[config.mk]
export PLATFORM = sky130hd
export DESIGN_NAME = score_tally_ctrl
export DESIGN_NICKNAME = d
export VERILOG_FILES = /design/src/rtl/score_pkg.sv /design/src/rtl/score_tally_ctrl_bcd2_counter.sv /design/src/rtl/score_tally_ctrl.sv
export SDC_FILE = /design/constraint.sdc
export NUM_CORES = 1
export LEC_CHECK = 0
export CAP_MARGIN = 0
export CORE_ASPECT_RATIO = 0.5
export CORE_MARGIN = 2
export CORE_UTILIZATION = 40
export DETAILED_ROUTE_END_ITERATION = 8
export GPL_TIMING_DRIVEN = 1
export MAX_ROUTING_LAYER = met4
export PLACE_DENSITY = 0.63
export SLEW_MARGIN = 20
export SYNTH_ARGS = -nofsm -noshare
export SYNTH_HDL_FRONTEND = slang
export SYNTH_SLANG_ARGS = --single-unit
[constraint.sdc]
create_clock -name clk -period 2.62 [get_ports clk]
set_clock_uncertainty 0.2 [all_clocks]
set_input_delay 0.524 -clock clk [delete_from_list [all_inputs] [get_ports clk]]
set_output_delay 0.524 -clock clk [all_outputs]
set_load 0.005 [all_outputs]
[src/rtl/score_pkg.sv]
// Shared types and constants for the home-screen score tally controller.
package score_pkg;

    localparam int SCORE_W           = 7;
    localparam int DIGIT_W           = 4;
    localparam int MAX_SCORE_DEFAULT = 99;

    typedef enum logic [1:0] {
        ST_IDLE  = 2'd0,
        ST_COUNT = 2'd1,
        ST_BLINK = 2'd2
    } state_e;

    // Clamp an incoming score to the largest value two BCD digits can show.
    function automatic logic [SCORE_W-1:0] sat_score(
        input logic [SCORE_W-1:0] value,
        input int                 max_score
    );
        logic [SCORE_W-1:0] limit;
        limit = SCORE_W'(max_score);
        return (value > limit) ? limit : value;
    endfunction

endpackage

[src/rtl/score_tally_ctrl_bcd2_counter.sv]
// Two-digit BCD up-counter with synchronous clear and a binary mirror of
// the same value, so comparisons never need a BCD-to-binary conversion.
module bcd2_counter
    import score_pkg::*;
(
    input  logic               clk,
    input  logic               rst,
    input  logic               clr,
    input  logic               inc,
    output logic [DIGIT_W-1:0] tens,
    output logic [DIGIT_W-1:0] ones,
    output logic [SCORE_W-1:0] bin
);

    logic [DIGIT_W-1:0] tens_q, tens_d;
    logic [DIGIT_W-1:0] ones_q, ones_d;
    logic [SCORE_W-1:0] bin_q,  bin_d;

    // Clear has priority; the caller never increments past 99.
    always_comb begin
        tens_d = tens_q;
        ones_d = ones_q;
        bin_d  = bin_q;
        if (clr) begin
            tens_d = '0;
            ones_d = '0;
            bin_d  = '0;
        end else if (inc) begin
            bin_d = bin_q + 1'b1;
            if (ones_q == DIGIT_W'(9)) begin
                ones_d = '0;
                tens_d = tens_q + 1'b1;
            end else begin
                ones_d = ones_q + 1'b1;
            end
        end
    end

    always_ff @(posedge clk) begin
        if (rst) begin
            tens_q <= '0;
            ones_q <= '0;
            bin_q  <= '0;
        end else begin
            tens_q <= tens_d;
            ones_q <= ones_d;
            bin_q  <= bin_d;
        end
    end

    assign tens = tens_q;
    assign ones = ones_q;
    assign bin  = bin_q;

endmodule

[src/rtl/score_tally_ctrl.sv]
// Home-screen score sequencer: counts the shown score up to a new target,
// blinks it a fixed number of times, then holds it steady.
module score_tally_ctrl
    import score_pkg::*;
#(
    parameter int MAX_SCORE     = MAX_SCORE_DEFAULT,
    parameter int STEP_TICKS    = 2,
    parameter int BLINK_TOGGLES = 6
) (
    input  logic               clk,
    input  logic               rst,
    input  logic [SCORE_W-1:0] score_in,
    input  logic               score_valid,
    input  logic               tick,
    output logic [DIGIT_W-1:0] disp_tens,
    output logic [DIGIT_W-1:0] disp_ones,
    output logic               show,
    output logic               busy,
    output logic               done
);

    localparam int STEP_W  = (STEP_TICKS    > 1) ? $clog2(STEP_TICKS)    : 1;
    localparam int BLINK_W = (BLINK_TOGGLES > 1) ? $clog2(BLINK_TOGGLES) : 1;

    state_e             state_q,     state_d;
    logic [SCORE_W-1:0] target_q,    target_d;
    logic [STEP_W-1:0]  step_cnt_q,  step_cnt_d;
    logic [BLINK_W-1:0] blink_cnt_q, blink_cnt_d;
    logic               show_q,      show_d;
    logic               busy_q,      busy_d;
    logic               done_q,      done_d;

    logic               cnt_clr;
    logic               cnt_inc;
    logic [SCORE_W-1:0] disp_bin;
    logic [SCORE_W-1:0] score_sat;

    bcd2_counter u_digits (
        .clk  (clk),
        .rst  (rst),
        .clr  (cnt_clr),
        .inc  (cnt_inc),
        .tens (disp_tens),
        .ones (disp_ones),
        .bin  (disp_bin)
    );

    assign score_sat = sat_score(score_in, MAX_SCORE);

    always_comb begin
        state_d     = state_q;
        target_d    = target_q;
        step_cnt_d  = step_cnt_q;
        blink_cnt_d = blink_cnt_q;
        show_d      = show_q;
        done_d      = 1'b0;
        cnt_clr     = 1'b0;
        cnt_inc     = 1'b0;

        // A new score overrides everything else this cycle, including the
        // tick and the reached-target check.
        if (score_valid) begin
            target_d   = score_sat;
            cnt_clr    = (score_sat < disp_bin);
            step_cnt_d = '0;
            show_d     = 1'b1;
            state_d    = ST_COUNT;
        end else begin
            case (state_q)
                ST_COUNT: begin
                    if (disp_bin == target_q) begin
                        state_d     = ST_BLINK;
                        done_d      = 1'b1;
                        blink_cnt_d = '0;
                    end else if (tick) begin
                        if (step_cnt_q == STEP_W'(STEP_TICKS - 1)) begin
                            cnt_inc    = 1'b1;
                            step_cnt_d = '0;
                        end else begin
                            step_cnt_d = step_cnt_q + 1'b1;
                        end
                    end
                end
                ST_BLINK: begin
                    if (tick) begin
                        if (blink_cnt_q == BLINK_W'(BLINK_TOGGLES - 1)) begin
                            state_d = ST_IDLE;
                            show_d  = 1'b1;
                        end else begin
                            show_d      = ~show_q;
                            blink_cnt_d = blink_cnt_q + 1'b1;
                        end
                    end
                end
                ST_IDLE: begin
                    show_d = 1'b1;
                end
                default: begin
                    state_d = ST_IDLE;
                    show_d  = 1'b1;
                end
            endcase
        end

        busy_d = (state_d != ST_IDLE);
    end

    always_ff @(posedge clk) begin
        if (rst) begin
            state_q     <= ST_IDLE;
            target_q    <= '0;
            step_cnt_q  <= '0;
            blink_cnt_q <= '0;
            show_q      <= 1'b1;
            busy_q      <= 1'b0;
            done_q      <= 1'b0;
        end else begin
            state_q     <= state_d;
            target_q    <= target_d;
            step_cnt_q  <= step_cnt_d;
            blink_cnt_q <= blink_cnt_d;
            show_q      <= show_d;
            busy_q      <= busy_d;
            done_q      <= done_d;
        end
    end

    assign show = show_q;
    assign busy = busy_q;
    assign done = done_q;

endmodule

* Word level (Yosys, flattened, before mapping) *
Cells that the tools add are included.

storage, ports and cells
  input port bits = 11
  output and inout bits = 11
  register bits = 31
  word-level logic and storage cells = 61

operators by class
  reductions and logical operators = 10
  equality and inequality tests = 8
  $lt $le $gt $ge = 2
  muxes and demuxes = 22
  $add $sub $neg = 5
  bitwise logic cells = 4

operators with widths
  cell                   count
  $mux W1                10
  $mux W3                3
  $add A4 B1 Y4 const B  2
  $mux W2                4
  $add A7 B1 Y7 const B  1
  $eq A7 B7 Y1           1
  $gt A7 B7 Y1 const B   1
  $lt A7 B7 Y1           1
  $mux W7                1
  $ne A2 B2 Y1 const B   3
  $pmux W2 S3            1
  $pmux W3 S2            1
  $reduce_and A5 Y1      1
  $eq A4 B4 Y1 const B   1
  $mux W4                1
  $not A1 Y1             4
  $reduce_and A2 Y1      2
  $reduce_bool A2 Y1     2
  $reduce_or A2 Y1       2
  $add A3 B1 Y3 const B  1
  $eq A3 B3 Y1 const B   1
  $reduce_and A3 Y1      1
  $reduce_or A3 Y1       1
  $eq A2 B1 Y1 const B   1
  4 further kinds        4

* Logic depth before layout (Yosys ltp) *
Gate-level depths: netlist of run 1.

  depth in word-level cells = 6
  depth in mapped cells = 11
  gate-level depth less buffers = 10

* Cells and area by module *
Synthesis of run 1 repeated with hierarchy kept, for this count alone.

second synthesis, totals
  cell total of the unflattened synthesis = 207
  area total of the unflattened synthesis = 1739.2 um^2

modules (own cells, without submodules)
  module            area an instance (um^2)  cells each  instances
  score_tally_ctrl  1064.8                   131         1
  bcd2_counter      674.4                    76          1

* Least setup slack after synthesis of run 1 *
Ideal clock, no wire load.

  kind = input-to-reg
  start point = input score_in[6]
  end point = register u_digits.bin_q[0], in the netlist u_digits.bin[0]
  path buffers = 1
  library setup time = 0.128 ns
  data arrival time = 2.060 ns
  path slack = 0.233 ns
  stages = 9
  path through = nand2_1 -> and2_1 -> ha_1 -> a21o_1 -> a21o_1 -> a21oi_1 -> o22a_1 -> clkbuf_1 -> nor2_1

between the ends
  cells in the longest elaborated chain, start to end = 5

ends and longest elaborated chain
  what                        line                                 RTL
  start: declaration          score_tally_ctrl.sv:12               input logic [SCORE_W-1:0] score_in,
  $gt A7 B7 Y1                score_pkg.sv:21                      return (value > limit) ? limit : value;
  $mux W7                     score_pkg.sv:21
  named net score_sat[4]      score_tally_ctrl.sv:36               logic [SCORE_W-1:0] score_sat;
  $lt A7 B7 Y1                score_tally_ctrl.sv:64               cnt_clr = (score_sat < disp_bin);
  $mux W1                     score_tally_ctrl.sv:62               if (score_valid) begin
  $reduce_or A2 Y1 (no line)  -
  end signal: assignment      score_tally_ctrl_bcd2_counter.sv:47  bin_q <= bin_d;
  end: declaration            score_tally_ctrl_bcd2_counter.sv:17  logic [SCORE_W-1:0] bin_q, bin_d;

The timed path passes the listed nets, and every way through them passes these cells.
A chain may end at the register's enable or synchronous reset.

* Final worst setup path of run 1 *
  start point = input score_in[4]
  end point = register u_digits.ones_q[0], in the netlist u_digits.ones[0]

between the ends
  cells in the longest elaborated chain, start to end = 5

ends and longest elaborated chain
  what                        line                                 RTL
  $gt A7 B7 Y1                score_pkg.sv:21
  $mux W7                     score_pkg.sv:21
  named net score_sat[1]      score_tally_ctrl.sv:36
  $lt A7 B7 Y1                score_tally_ctrl.sv:64
  $mux W1                     score_tally_ctrl.sv:62
  $reduce_or A2 Y1 (no line)  -
  end signal: assignment      score_tally_ctrl_bcd2_counter.sv:46  ones_q <= ones_d;
  end: declaration            score_tally_ctrl_bcd2_counter.sv:16  logic [DIGIT_W-1:0] ones_q, ones_d;

The timed path passes the listed nets, and every way through them passes these cells.

==> impl_metrics.json, run 1 <==
{
  "status": "completed",
  "tightest_slew_ns": 0.424,
  "hold_viol": 0,
  "hold_path_class": "flip-flop to flip-flop",
  "wl_per_cell_um": 13.2,
  "totalWireLength_um": 4090,
  "leakagePower_nw": 0.907,
  "synth-warning-count": 0,
  "clock_sink_count": 31,
  "fin_crit_ns": 2.46,
  "routabilityCongestion": 0.874,
  "drt_iter0_markers": 65,
  "max-vdd-ir-drop_mv": 0.219,
  "insertion_delay_ns": 0.29,
  "grt_overflow": 0,
  "async_flop_share": 0,
  "areaGrowthSynthToFinish_pct": 30.0,
  "first_pass_iters": 4,
  "power.internal_w": 0.000797,
  "grt_max_degree": 22,
  "placed_cell_area_um2": 2190,
  "synth-xor-area-share": 0.0640,
  "timing_worst_setup_path_type": "input pin to flip-flop",
  "fmax_mhz": 406,
  "slew_viol_final": 0,
  "drive_above_1_share": 0.158,
  "cts_max_level": 2,
  "cpMostUsedCell": "nor2_1",
  "netlist_area_um2": 1780,
  "initial_core_util": 0.410,
  "power_per_cell_area_nw_per_um2": 464,
  "ys_types": 44,
  "min_period_over_period": 0.940,
  "io-pin-count": 22,
  "p_switching_w": 0.000276,
  "path_cells": "clkdlybuf4s50_1 -> nor3_2 -> nor2_1 -> nor2_2 -> inv_1 -> ha_1 -> o21ai_0 -> a31oi_1 -> nor2_1 -> o22a_1 -> buf_4 -> nor3_1",
  "drv_cap": 0,
  "synth-adder-area-share": 0.0985,
  "holdWs_ns": 0.290,
  "synth_top_family_by_area": "simple AND/OR/NAND/NOR gates",
  "synth_edf_count": 0,
  "final_cell_mix": "dfxtp_1, buf_4, nor2_1, clkdlybuf4s50_1, a21oi_1",
  "slowest_delay_ns": 0.45,
  "cts_tree": "yes",
  "viasPerCell": 5.20,
  "crit_fanout": 7,
  "fp.dieH_um": 51.1,
  "swShare": 0.257,
  "comb_power_share": 0.148,
  "synth_compound_area_frac": 0.157,
  "cts_hold_buf": 0,
  "worstSetupEndpointType": "flip-flop",
  "drc": 0,
  "rsz0062_at_grt": "yes",
  "power_frac_clock": 0.395,
  "pwr-share-seq": 0.456,
  "layout_commonest_cell": "dfxtp_1",
  "clock_path_buffers": 2,
  "clk_pin_slew_ns": 0.06,
  "synthSimpleGateAreaFrac": 0.245,
  "muxShareOfSynthArea": 0.0338,
  "die_w_um": 98.3,
  "syn-num-nets": 235,
  "grt_pass1_wl_um": 7040,
  "antenna_found_initial": 0,
  "hpwl_um": 3020,
  "cts_made_buffers": 5,
  "worst_ep_arrival_time_ns": 2.48,
  "yosysSeqAreaShare": 0.349,
  "rows": 17,
  "cts_root_buf": "clkbuf_8",
  "fin_area_um2": 2310,
  "cp_slowest_cell": "clkdlybuf4s50_1",
  "die_area_um2": 5030,
  "critPathLaunchType": "input pin",
  "insertedDiodeCount": 0,
  "synthFlopType": "dfxtp_1",
  "io_buffers": 21,
  "ys_ff_latch": 31,
  "synth_cells": 210,
  "grt_pass1_vias": 1540,
  "setup_viol": 0,
  "gr-usage-all-layers": 0.185,
  "antenna_left": 0,
  "crit_required_ns": 2.64,
  "num_vias": 1611,
  "slew_headroom": 0.717,
  "avgSynthCellArea_um2": 8.47,
  "core_um2": 4340,
  "fin_nets": 277
}
synthesized netlist by cell type (all sizes together) (4+ instances only):
library cell   n  share of area
dfxtp         31           0.35
nor2          22          0.046
o21ai          5          0.014
a21oi         19          0.056
xor2           8          0.039
nand4          4          0.014
a211oi         4          0.017
nand2         10          0.021
inv           16          0.034
clkbuf         8          0.017
ha            14          0.099
xnor2          5          0.025
and2           4          0.014
nand2b         6          0.021
nor3           7          0.026
nand3          7          0.020
mux2i          6          0.034
through the flow:
stage	instances	total power, W	setup TNS, ns	setup WS, ns	util
after CTS	309	0.00109	0	0.0954	0.528
final	310	0.00107	0	0.158	0.533
after global routing	310	0.00112	-0.00398	-0.00398	0.533
after global placement	301	0.000653	-1.72	-0.182	0.505
after floorplan	210	0.000585	0	0.233	-
after detailed placement	301	0.000655	-1.93	-0.204	0.505
what timing repair did:
action / 4_1_cts / 5_1_grt
resized for setup: 0 / 3
setup endpoints to repair: 0 / 15
buffers inserted: 0 / 1
state kept, by name, indices dropped and copies added (netlist names):
register,flops
blink_cnt_q,3
busy,1
done,1
show,1
state_q,2
step_cnt_q,1
target_q,7
u_digits.bin,7
u_digits.ones,4
u_digits.tens,4
cell families (layout without fill, tap and decap cells):
kind of cell | Yosys count | in the layout
and+or+nand+nor | 77 | 77
AOI/OAI and AO/OA | 44 | 44
DFF | 31 | 31
buffers and inverters | 25 | 68
adders and majority gates | 14 | 14
xor gates and xnor gates | 13 | 13
muxes | 6 | 6
metal layers:
| layer | up-vias | part of all wire | track usage |
|---|---|---|---|
| met5 | - | 0 | - |
| met4 | 0 | 0.027 | 0.0868 |
| met3 | 15 | 0.032 | 0.0465 |
| met2 | 23 | 0.41 | 0.266 |
| met1 | 754 | 0.53 | 0.246 |
| li1 | 819 | - | - |
worst paths after layout:
kind                           startpoint                            end  slack, ns  depth (start not counted)
min              target_q[3]$_SDFFE_PP0P_       target_q[3]$_SDFFE_PP0P_       0.29                          2
max                           score_in[4]  u_digits.ones[0]$_SDFFE_PP0P_       0.16                         12
min reg2reg      target_q[3]$_SDFFE_PP0P_       target_q[3]$_SDFFE_PP0P_       0.29                          2
max reg2reg  u_digits.bin[2]$_SDFFE_PP0P_    blink_cnt_q[0]$_SDFFE_PP0P_       0.40                          5
power by group through the flow:
stage | Clock, W | Combinational (W) | Sequential [W]
floorplan | 0 | 0.0000863 | 0.000499
CTS | 0.000440 | 0.000156 | 0.000489
finish | 0.000424 | 0.000159 | 0.000489
global placement | 0 | 0.000154 | 0.000499
global route | 0.000459 | 0.000176 | 0.000490
detailed placement | 0 | 0.000156 | 0.000499
critical path: cells and delay by family:
family | cells | cell delay, ns
adder cells (fa/ha/maj) | 1 | 0.26
buffers and inverters | 3 | 0.67
AND/OR/NAND/NOR | 5 | 0.60
AO/OA/AOI/OAI | 3 | 0.43
cell type report:
type / instances / area, µm²
fill: 416 / 2030
multi-input combinational: 154 / 1080
sequential: 31 / 621
timing repair buffer: 44 / 383
clock buffer: 8 / 100
tap: 57 / 71.3
inverter: 16 / 60.1
No activity file was read; power rests on OpenSTA's default activity.
==> inputs of run 2 (changes only) <==
--- a/config.mk
+++ b/config.mk
@@ -5,6 +5,7 @@
 export SDC_FILE = /design/constraint.sdc
 export NUM_CORES = 1
 export LEC_CHECK = 0
+export ABC_CLOCK_PERIOD_IN_PS = 2450
 export CAP_MARGIN = 0
 export CORE_ASPECT_RATIO = 0.5
 export CORE_MARGIN = 2
==> constraint.sdc (replaced) <==
create_clock -name clk -period 2.45 [get_ports clk]
set_clock_uncertainty 0.2 [all_clocks]
set_input_delay 0.49 -clock clk [delete_from_list [all_inputs] [get_ports clk]]
set_output_delay 0.49 -clock clk [all_outputs]
set_load 0.005 [all_outputs]
==> impl_metrics.json, run 2 (same netlist as run 1, synthesis figures left out) <==
{
  "status": "completed",
  "comb_power_share": 0.166,
  "highest_layer": "met4",
  "grt_overflow": 0,
  "totalWireLength_um": 4140,
  "worst_ep_arrival_time_ns": 2.31,
  "gr-usage-all-layers": 0.194,
  "die_area_um2": 5030,
  "grt_max_degree": 22,
  "drv_cap": 0,
  "grt_pass1_vias": 1631,
  "pwr-share-seq": 0.488,
  "antenna_found_initial": 0,
  "worstSetupEndpointType": "flip-flop",
  "core_um2": 4340,
  "p_switching_w": 0.000283,
  "hpwl_um": 3070,
  "clock_sink_count": 31,
  "fin_setup_tns_ns": 0,
  "cts_made_buffers": 5,
  "utilization": 0.544,
  "hold_path_depth": 2,
  "crit_fanout": 8,
  "fmax_mhz": 427,
  "critPathLaunchType": "input pin",
  "cts_max_level": 2,
  "drc": 0,
  "fin_nets": 282,
  "power.internal_w": 0.000790,
  "hold_path_class": "flip-flop to flip-flop",
  "slew_viol_final": 0,
  "hp-start": "target_q[3]$_SDFFE_PP0P_",
  "place_inst": 305,
  "power_per_cell_area_nw_per_um2": 454,
  "crit_required_ns": 2.41,
  "clk_pin_slew_ns": 0.06,
  "wl_met2_um": 1860,
  "cts_hold_buf": 0,
  "areaGrowthSynthToFinish_pct": 32.9,
  "antenna_left": 0,
  "worstHoldEndpoint": "target_q[3]$_SDFFE_PP0P_",
  "fin_area_um2": 2360,
  "drive_above_1_share": 0.188,
  "drt_iter0_markers": 92,
  "insertion_delay_ns": 0.28,
  "die_w_um": 98.3,
  "first_pass_iters": 4,
  "slew_headroom": 0.726,
  "dr_wl_met3_um": 220,
  "grt_pass1_wl_um": 7510,
  "leakagePower_nw": 0.955,
  "rrSetupSlack_ns": 0.27,
  "power_frac_clock": 0.346,
  "cts_root_buf": "clkbuf_8",
  "rows": 17,
  "final_cell_mix": "dfxtp_1, buf_4, nor2_1",
  "swShare": 0.264,
  "fp.dieH_um": 51.1,
  "crit-reg2reg-launch": "u_digits.bin[3]$_SDFFE_PP0P_",
  "initial_core_util": 0.410,
  "stdcell_count": 313,
  "cts_tree": "yes",
  "timing_worst_setup_path_type": "input pin to flip-flop",
  "reg2reg_depth": 5,
  "fin_crit_ns": 2.34,
  "layout_commonest_cell": "dfxtp_1",
  "wl_per_cell_um": 13.2,
  "placed_cell_area_um2": 2220,
  "max-vdd-ir-drop_mv": 0.242,
  "reg2reg_to": "blink_cnt_q[0]$_SDFFE_PP0P_",
  "power.total_w": 0.00107,
  "wl_met1_um": 2040,
  "io_buffers": 21,
  "viasPerCell": 5.29,
  "routabilityCongestion": 0.856,
  "setup_viol": 0,
  "io-pin-count": 22,
  "min_period_over_period": 0.956,
  "rsz0062_at_grt": "no",
  "insertedDiodeCount": 0,
  "hold_viol": 0,
  "clock_path_buffers": 2,
  "tightest_slew_ns": 0.400,
  "num_vias": 1655
}
-- run 2: cell types whose count changed in the layout (fill, tap and decap cells not counted), moves of 2 or more --
| cell | change |
|---|---|
| dlygate4sd2_1 | +2 |
| buf_4 | +3 |
| clkbuf_8 | -2 |
| buf_6 | +2 |
| dlymetal6s2s_1 | +2 |
| clkdlybuf4s50_1 | -4 |
-- run 2: metrics by stage --
step	hold slack, ns	worst slack (ns)
5_1_grt	0.315	0.0121
2_1_floorplan	0.256	0.0967
4_1_cts	0.287	0.00325
6_report	0.286	0.108
3_3_place_gp	0.271	-0.297
3_5_place_dp	0.276	-0.344
-- run 2: critical path, stage by stage --
cell and delay, ns:
clkdlybuf4s50_1 0.49, nand2_2 0.08, and2_4 0.18, ha_4 0.21
a21o_1 0.17, a21o_1 0.16, a21oi_1 0.13, o22a_1 0.19
buf_6 0.15, a21oi_1 0.05
-- run 2: area by class of cell --
cell class	count	area, µm²
fill	416	1980
inverter	16	60.1
clock buffer	6	72.6
multi-input combinational	154	1110
tap	57	71.3
sequential	31	621
timing repair buffer	49	430
-- run 2: how the worst max path moves through the flow --
stage / from / slack, ns / to / cells after the start
floorplan: score_in[6] / 0.1 / u_digits.bin[0]$_SDFFE_PP0P_ / 9
global placement: score_in[3] / -0.30 / u_digits.ones[2]$_SDFFE_PP0P_ / 12
detailed placement: score_in[4] / -0.34 / u_digits.ones[2]$_SDFFE_PP0P_ / 12
CTS: score_in[5] / 0.003 / u_digits.bin[5]$_SDFFE_PP0P_ / 10
global route: score_in[6] / 0.01 / u_digits.ones[3]$_SDFFE_PP0P_ / 10
finish: score_in[6] / 0.11 / u_digits.bin[5]$_SDFFE_PP0P_ / 10
-- run 2: what timing repair did --
item / 4_1_cts / 5_1_grt
cloned: 0 / 0
pin swaps: 3 / 4
setup buffers: 1 / 1
endpoints found under the hold margin: 0 / 0
resized for setup: 8 / 8
setup endpoints to repair: 3 / 15
-- run 2: power groups by stage --
stage | sequential (W) | combinational, W | clock [W]
6_report | 0.000523 | 0.000179 | 0.000371
5_1_grt | 0.000524 | 0.000199 | 0.000409
4_1_cts | 0.000523 | 0.000173 | 0.000380
3_5_place_dp | 0.000534 | 0.000169 | 0
3_3_place_gp | 0.000534 | 0.000166 | 0
2_1_floorplan | 0.000533 | 0.0000923 | 0
-- run 2: routing by layer --
metal / global-route usage / vias up
li1: - / 824
met1: 0.251 / 780
met2: 0.296 / 46
met3: 0.0520 / 5
met4: 0.0708 / 0
met5: - / -
==> RTL edit (flow settings as in run 1) <==
Encoding of `state_e`: now one-hot (3 bits for 3 states).
--- a/src/rtl/score_pkg.sv
+++ b/src/rtl/score_pkg.sv
@@ -7,6 +7,6 @@
 
-    typedef enum logic [1:0] {
-        ST_IDLE  = 2'd0,
-        ST_COUNT = 2'd1,
-        ST_BLINK = 2'd2
+    typedef enum logic [2:0] {
+        ST_IDLE  = 3'b001,
+        ST_COUNT = 3'b010,
+        ST_BLINK = 3'b100
     } state_e;
Function: no difference found for any inputs over 10 cycles, from zero or initial values and one cycle with rst high; not proved beyond that.
==> RTL edit against run 1 <==
Setup slack worse by 0.0021 ns. Final area fell by 3.4%. Total power is 7.0% lower. Sequential power is 3% higher. Synthesized area fell by 0.63%. Via count shrank 3.6%. Routed wire length fell by 5.1%. Sequential cell count up 1. Maximum frequency barely moved. Critical path type unchanged. Critical endpoint is now u_digits.ones[3]. Largest cell class unchanged. Largest power group unchanged. Highest routed layer unchanged.
==> RTL edit: results (changes against run 1) <==
{
  "first_global_vias": {"value": 1422, "change": "was 1,540"},
  "status": {"value": "completed", "change": "unchanged"},
  "count_of_cell_types_in_the_netlist": {"value": 39, "change": "was 44"},
  "dr_wl_met3": {"value": 140, "unit": "µm", "change": "was 129 µm"},
  "dpl_cell_area": {"value": 2150, "unit": "µm²", "change": "was 2190 µm²"},
  "hold_path_startpoint": {"value": "target_q[4]", "change": "was target_q[3]"},
  "timing.rr.start": {"value": "u_digits.bin[3]", "change": "was u_digits.bin[2]"},
  "netlist_top_cells_area": {"value": "sky130_fd_sc_hd__dfxtp_1, sky130_fd_sc_hd__ha_1, sky130_fd_sc_hd__nor2_1", "change": "was sky130_fd_sc_hd__dfxtp_1, sky130_fd_sc_hd__ha_1, sky130_fd_sc_hd__a21oi_1"},
  "grt_pass1_wl": {"value": 6.69, "unit": "mm", "change": "was 7.04 mm"},
  "met1_length": {"value": 2.09, "unit": "mm", "change": "was 2.19 mm"},
  "hpwl": {"value": 2.84, "unit": "mm", "change": "was 3.02 mm"},
  "synth_area_in_compound_gates": {"value": 0.165, "change": "was 0.157"},
  "setup.worst_path.start": {"value": "score_in[6]", "change": "was score_in[4]"},
  "synth.cells.most_frequent": {"value": "sky130_fd_sc_hd__dfxtp_1, sky130_fd_sc_hd__nor2_1, sky130_fd_sc_hd__a21oi_1, sky130_fd_sc_hd__nand3_1, sky130_fd_sc_hd__xnor2_1", "change": "was sky130_fd_sc_hd__dfxtp_1, sky130_fd_sc_hd__nor2_1, sky130_fd_sc_hd__a21oi_1, sky130_fd_sc_hd__inv_1, sky130_fd_sc_hd__ha_1"},
  "totalWireLength": {"value": 3.88, "unit": "mm", "change": "was 4.09 mm"},
  "routabilityCongestion": {"value": 0.779, "change": "was 0.874"},
  "post_synth_fa_ha_maj_area_fraction": {"value": 0.0708, "change": "was 0.0985"},
  "p_leak": {"value": 0.847, "unit": "nW", "change": "was 0.907 nW"},
  "ys_seq_area_frac": {"value": 0.363, "change": "was 0.349"},
  "drt_iter0_drc": {"value": 59, "change": "was 65"},
  "multiplexer_area_fraction_after_synthesis": {"value": 0.0170, "change": "was 0.0338"},
  "drive_above_1_share": {"value": 0.122, "change": "was 0.158"},
  "nets": {"value": 266, "change": "was 277"},
  "synth_nets": {"value": 233, "change": "was 235"},
  "avgViaCountPerCell": {"value": 5.14, "change": "was 5.20"},
  "ir_worst_vdd": {"value": 0.222, "unit": "mV", "change": "was 0.219 mV"}
}
## RTL edit: changes by cell type after synthesis, moves of 3 or more
cell / change
sky130_fd_sc_hd__inv_1: -6
sky130_fd_sc_hd__xnor2_1: +6
sky130_fd_sc_hd__ha_1: -4
sky130_fd_sc_hd__nand3_1: +4
sky130_fd_sc_hd__nor2_1: +4
sky130_fd_sc_hd__a211oi_1: +3
sky130_fd_sc_hd__mux2i_1: -3
sky130_fd_sc_hd__nor2b_1: +3
## RTL edit: metrics by stage
stage / setup TNS (ns) / hold WS [ns] / std cells / setup WS, ns / util
3_3_place_gp: -1.41 / 0.274 / 295 / -0.0957 / 0.498
4_1_cts: 0 / 0.286 / 302 / 0.157 / 0.516
2_1_floorplan: 0 / 0.262 / 212 / 0.235 / -
3_5_place_dp: -2.16 / 0.274 / 295 / -0.148 / 0.498
5_1_grt: 0 / 0.318 / 302 / 0.0369 / 0.517
6_report: 0 / 0.283 / 302 / 0.156 / 0.517
## RTL edit: routing by layer
layer,GRT usage,vias up
met1,0.232,716
met3,0.0534,2
met2,0.263,29
met5,-,-
met4,0.0625,0
li1,-,806
## RTL edit: cell type report
cell class,count,area [µm²]
clock buffer,6,72.6
clock inverter,1,5.00
fill,428,2080
inverter,10,37.5
multi-input combinational,158,1040
sequential,32,641
tap,57,71.3
timing repair buffer,38,363
## RTL edit: final timing paths
path | slack, ns | to
min | 0.28 | target_q[4]
max reg2reg | 0.56 | u_digits.bin[1]
min reg2reg | 0.28 | target_q[4]
max | 0.16 | u_digits.ones[3]
## RTL edit: power by group
part	total (mW)	switching, mW	leakage (nW)	internal [mW]
Sequential	0.503	0.00736	0.260	0.496
Combinational	0.130	0.0689	0.546	0.0608
Clock	0.364	0.184	0.0410	0.181
Total	0.997	0.260	0.847	0.737
